### src/rtl/cos_controller.sv
// Moore FSM sequencing the cos(x) Taylor-series datapath with a start/done/ack host handshake.
// Optional feature: define COS_EARLY_EXIT_EN to also stop when not_continue=1 in CHECK.
module cos_controller #(
    parameter int MAX_ITER = 15,
    parameter int ITER_W   = 4
) (
    input  logic              clk,
    input  logic              rst,
    input  logic              start,
    input  logic              ack,
    input  logic              cnt_co,
    input  logic              not_continue,
    output logic              busy,
    output logic              done,
    output logic [ITER_W-1:0] iter_cnt,
    output logic              ld_y,
    output logic              init_cnt,
    output logic              init_pp,
    output logic              init_ps,
    output logic              init_TFF,
    output logic              ld_x2,
    output logic              ld_pp,
    output logic              ld_ps,
    output logic              inc_cnt,
    output logic              toggle,
    output logic              sel_x,
    output logic              sel_pp,
    output logic              sel_x2,
    output logic              sel_ROM
);

    typedef enum logic [2:0] {
        IDLE, INIT, SQR, MUL_X2, MUL_ROM, ACC, CHECK, DONE
    } state_t;

    localparam logic [ITER_W-1:0] MAX_ITER_V = ITER_W'(MAX_ITER);

    state_t            state, next_state;
    logic [ITER_W-1:0] iter_q;
    logic              early_exit;
    logic              term;

`ifdef COS_EARLY_EXIT_EN
    assign early_exit = not_continue;
`else
    assign early_exit = 1'b0;
    // The port stays for datapath compatibility; the name marks it as deliberately unused.
    logic unused_not_continue;
    assign unused_not_continue = not_continue;
`endif

    // Loop ends on ROM exhaustion, the iteration cap, or (optionally) reached precision.
    assign term = cnt_co | (iter_q == MAX_ITER_V) | early_exit;

    // NOTE: sequential state uses non-blocking assignments so every register samples pre-edge values.
    always_ff @(posedge clk) begin
        if (rst) begin
            state  <= IDLE;
            iter_q <= '0;
        end else begin
            state <= next_state;
            if (state == INIT) begin
                iter_q <= '0;
            end else if (state == ACC) begin
                iter_q <= iter_q + 1'b1;
            end
        end
    end

    // NOTE: every always_comb output gets a default first so no path can infer a latch.
    always_comb begin
        next_state = state;
        ld_y       = 1'b0;
        init_cnt   = 1'b0;
        init_pp    = 1'b0;
        init_ps    = 1'b0;
        init_TFF   = 1'b0;
        ld_x2      = 1'b0;
        ld_pp      = 1'b0;
        ld_ps      = 1'b0;
        inc_cnt    = 1'b0;
        toggle     = 1'b0;
        sel_x      = 1'b0;
        sel_pp     = 1'b0;
        sel_x2     = 1'b0;
        sel_ROM    = 1'b0;
        done       = 1'b0;
        case (state)
            IDLE: begin
                if (start) next_state = INIT;
            end
            INIT: begin
                ld_y       = 1'b1;
                init_cnt   = 1'b1;
                init_pp    = 1'b1;
                init_ps    = 1'b1;
                init_TFF   = 1'b1;
                next_state = SQR;
            end
            SQR: begin
                sel_x      = 1'b1;
                ld_x2      = 1'b1;
                next_state = MUL_X2;
            end
            MUL_X2: begin
                sel_pp     = 1'b1;
                sel_x2     = 1'b1;
                ld_pp      = 1'b1;
                next_state = MUL_ROM;
            end
            MUL_ROM: begin
                sel_pp     = 1'b1;
                sel_ROM    = 1'b1;
                ld_pp      = 1'b1;
                inc_cnt    = 1'b1;
                next_state = ACC;
            end
            ACC: begin
                ld_ps      = 1'b1;
                toggle     = 1'b1;
                next_state = CHECK;
            end
            CHECK: begin
                next_state = term ? DONE : MUL_X2;
            end
            DONE: begin
                done = 1'b1;
                if (ack) next_state = IDLE;
            end
            default: next_state = IDLE;
        endcase
    end

    assign busy     = (state != IDLE);
    assign iter_cnt = iter_q;

endmodule

### config.mk
export PLATFORM = sky130hd
export DESIGN_NAME = cos_controller
export DESIGN_NICKNAME = d
export VERILOG_FILES = /design/src/rtl/cos_controller.sv
export SDC_FILE = /design/constraint.sdc
export NUM_CORES = 1
export LEC_CHECK = 0
export ABC_AREA = 1
export CAP_MARGIN = 20
export CORE_AREA = 2 2 39 41
export CTS_BUF_LIST = sky130_fd_sc_hd__clkbuf_8 sky130_fd_sc_hd__clkbuf_16
export DETAILED_ROUTE_END_ITERATION = 6
export DIE_AREA = 0 0 41 43
export GPL_TIMING_DRIVEN = 1
export PLACE_DENSITY = 0.8
export SLEW_MARGIN = 5
export SYNTH_ARGS = -nofsm -noshare
export SYNTH_HDL_FRONTEND = slang
export SYNTH_SLANG_ARGS = --single-unit
export TNS_END_PERCENT = 50
### constraint.sdc
create_clock -name clk -period 1.59 [get_ports clk]
set_clock_uncertainty 0.15 [all_clocks]
set_input_delay 0.318 -clock clk [delete_from_list [all_inputs] [get_ports clk]]
set_output_delay 0.318 -clock clk [all_outputs]
set_load 0.03 [all_outputs]
==> impl_metrics.ini <==
[outcome]
status = finished clean

[synth]
syn_area_per_cell_um2 = 6.58
synth_ff_type = dfxtp_1
ys_top_cells_by_area = dfxtp_1, buf_4, nand2_1
synth.distinct_cells = 17
synth_top_area_share = 0.304
syn_nets = 77
yosysWarnings = 0
synth.most_common_cell = nand2_1
ys_seq_area_frac = 0.304
synth_area_leader_cell = dfxtp_1
synth_seq_cells = 7
ys_top_cells_by_count = nand2_1, inv_1, buf_4
netlist_area_um2 = 460
netlist_instances = 70
synthArstFlopShare = 0
synth_edf_count = 0

[clock_network]
numCtsBuffers = 3
htree_levels = 1
cts.sinks = 7
clk_pin_slew_ns = 0.04
clkLatencyLatePin_ns = 0.23
hold_buffers = 0
clockBufferDepth = 2
cts_tree = yes
post_cts_buffers = 0
clockRootBuffer = clkbuf_8

[power]
finalPower_uw = 705
p_int_uw = 450
p_switching_uw = 255
comb_power_share = 0.347
seq_power_share = 0.297
netSwitchingFraction = 0.362
power.leakage_uw = 0.000373
clkPwrFrac = 0.356
power_density_nw_per_um2 = 962
ir_worst_vdd_mv = 0.402

[sta]
fin_tns_setup_ns = 0
worst_slew_margin_rel = 0.802
slew_viol_final = 0
period_needed_ns = 1.55
setup_viol_count_final = 0
timing.hold.ws_ns = 0.369
hold_viol = 0
fmax_ghz = 0.645
worstMarginPinSlew_ns = 0.299
min_period_over_period = 0.975
rsz0062_at_grt = yes

[setup_path]
critPathArrivalTime_ns = 1.08
cp-start-kind = register
critPathMaxFanout = 4
required_ns = 1.12
endpoint_kind = output port
cp_slowest_cell = dfxtp_4
path_cells = nor2_4 -> inv_2 -> o21ai_4 -> buf_6
critical_path_class = register to output port
max_stage_delay_ns = 0.36
r2r_setup_slack_ns = 0.40

[route]
drtIter0Drc = 10
antenna_left = 0
vias = 485
via_per_inst = 4.49
drtPass1Iterations = 4
wl_per_cell_um = 8.83
drt_wl_total_um = 954
drcViolationCount = 0

[floorplan]
coreArea_um2 = 1380
dieHeight_um = 43
row_count = 14
die_w_um = 41
start_util = 0.333
dieArea_um2 = 1760
ios = 26

[place]
hpwl_um = 763
place_congestion = 0.731
io_buffers = 24
place_area_um2 = 654

[hold_path]
hp-class = register to register

[final_layout]
final_area_um2 = 732
fillerInstances = 139
nets = 100
antenna_cells = 0
drive_gt1_frac = 0.435
syn2layout_area_growth_pct = 59.0

[global_routing]
grt_pass1_wl_mm = 1.52
grt_antenna_before_repair = 0
grt_pass1_vias = 389
grt_overflow_total = 0
track_usage = 0.133
grt_max_degree = 9

[run]
maxCapViolations = 0
## final cells by class
type                       instances  area [µm²]  area share
clock inverter                     1        5.00     0.00684
multi-input combinational         41         238       0.325
tap                               16        20.0      0.0274
timing repair buffer              27         225       0.308
clock buffer                       3        41.3      0.0564
inverter                          13        53.8      0.0735
sequential                         7         149       0.203
## metal layers
layer	up-vias	GRT usage	part of all wire
li1	256	-	-
met4	0	0.100	0.015
met2	18	0.181	0.54
met5	-	0	0
met3	2	0.0628	0.058
met1	209	0.152	0.39
## worst max-delay path, delay by kind of cell (launching register included)
| kind | cells | cell delay (ns) |
|---|---|---|
| flops | 1 | 0.36 |
| buf+inv | 2 | 0.21 |
| compound gates | 1 | 0.16 |
| simple gates | 1 | 0.11 |
## power groups by stage
stage | clock network [µW] | logic, µW | registers [µW]
2_1_floorplan | 0 | 182 | 204
3_3_place_gp | 0 | 235 | 204
3_5_place_dp | 0 | 237 | 205
4_1_cts | 261 | 243 | 205
5_1_grt | 268 | 261 | 212
6_report | 251 | 244 | 209
## cell families (layout without fill, tap and decap cells)
family	count (synthesis)	after routing	synth area share
AO/OA/AOI/OAI	11	11	0.122
adder cells (fa/ha/maj)	1	1	0.0272
buffers and inverters	22	44	0.253
flip-flops	7	7	0.304
AND/OR/NAND/NOR	29	29	0.293
## cells in the final DEF (no fill, tap or decap), drive strengths merged
| cell | instances |
|---|---|
| a31oi | 1 |
| ha | 1 |
| clkbuf | 3 |
| dlygate4sd2 | 4 |
| buf | 19 |
| nor2 | 7 |
| a21oi | 6 |
| nand3 | 6 |
| dfxtp | 7 |
| nand2 | 14 |
| nor3 | 1 |
| clkdlybuf4s50 | 4 |
| inv | 13 |
| or2 | 1 |
| clkinv | 1 |
| o21ai | 4 |
## flip-flops by register name, summed over array words and instances (netlist names)
name	flops
iter_cnt	4
state	3
## stage by stage
step | worst slack, ns | util | cells
3_5_place_dp | 0.0942 | 0.473 | 104
2_1_floorplan | -0.0571 | - | 70
3_3_place_gp | 0.0941 | 0.473 | 104
6_report | 0.0390 | 0.529 | 108
4_1_cts | 0.00170 | 0.516 | 108
5_1_grt | -0.0274 | 0.529 | 108
## repair_timing
| action | 4_1_cts | 5_1_grt |
|---|---|---|
| endpoints found under the setup margin | 17 | 9 |
| gates cloned | 0 | 0 |
| pin swaps | 0 | 2 |
| gates resized for setup | 14 | 5 |
## final timing paths
path / endpoint / from / cells after the start
max: sel_pp / state[1] / 4
min: iter_cnt[3] / iter_cnt[3] / 2
max reg2reg: state[2] / iter_cnt[0] / 6
min reg2reg: iter_cnt[3] / iter_cnt[3] / 2
No activity file was read; power rests on OpenSTA's default activity.
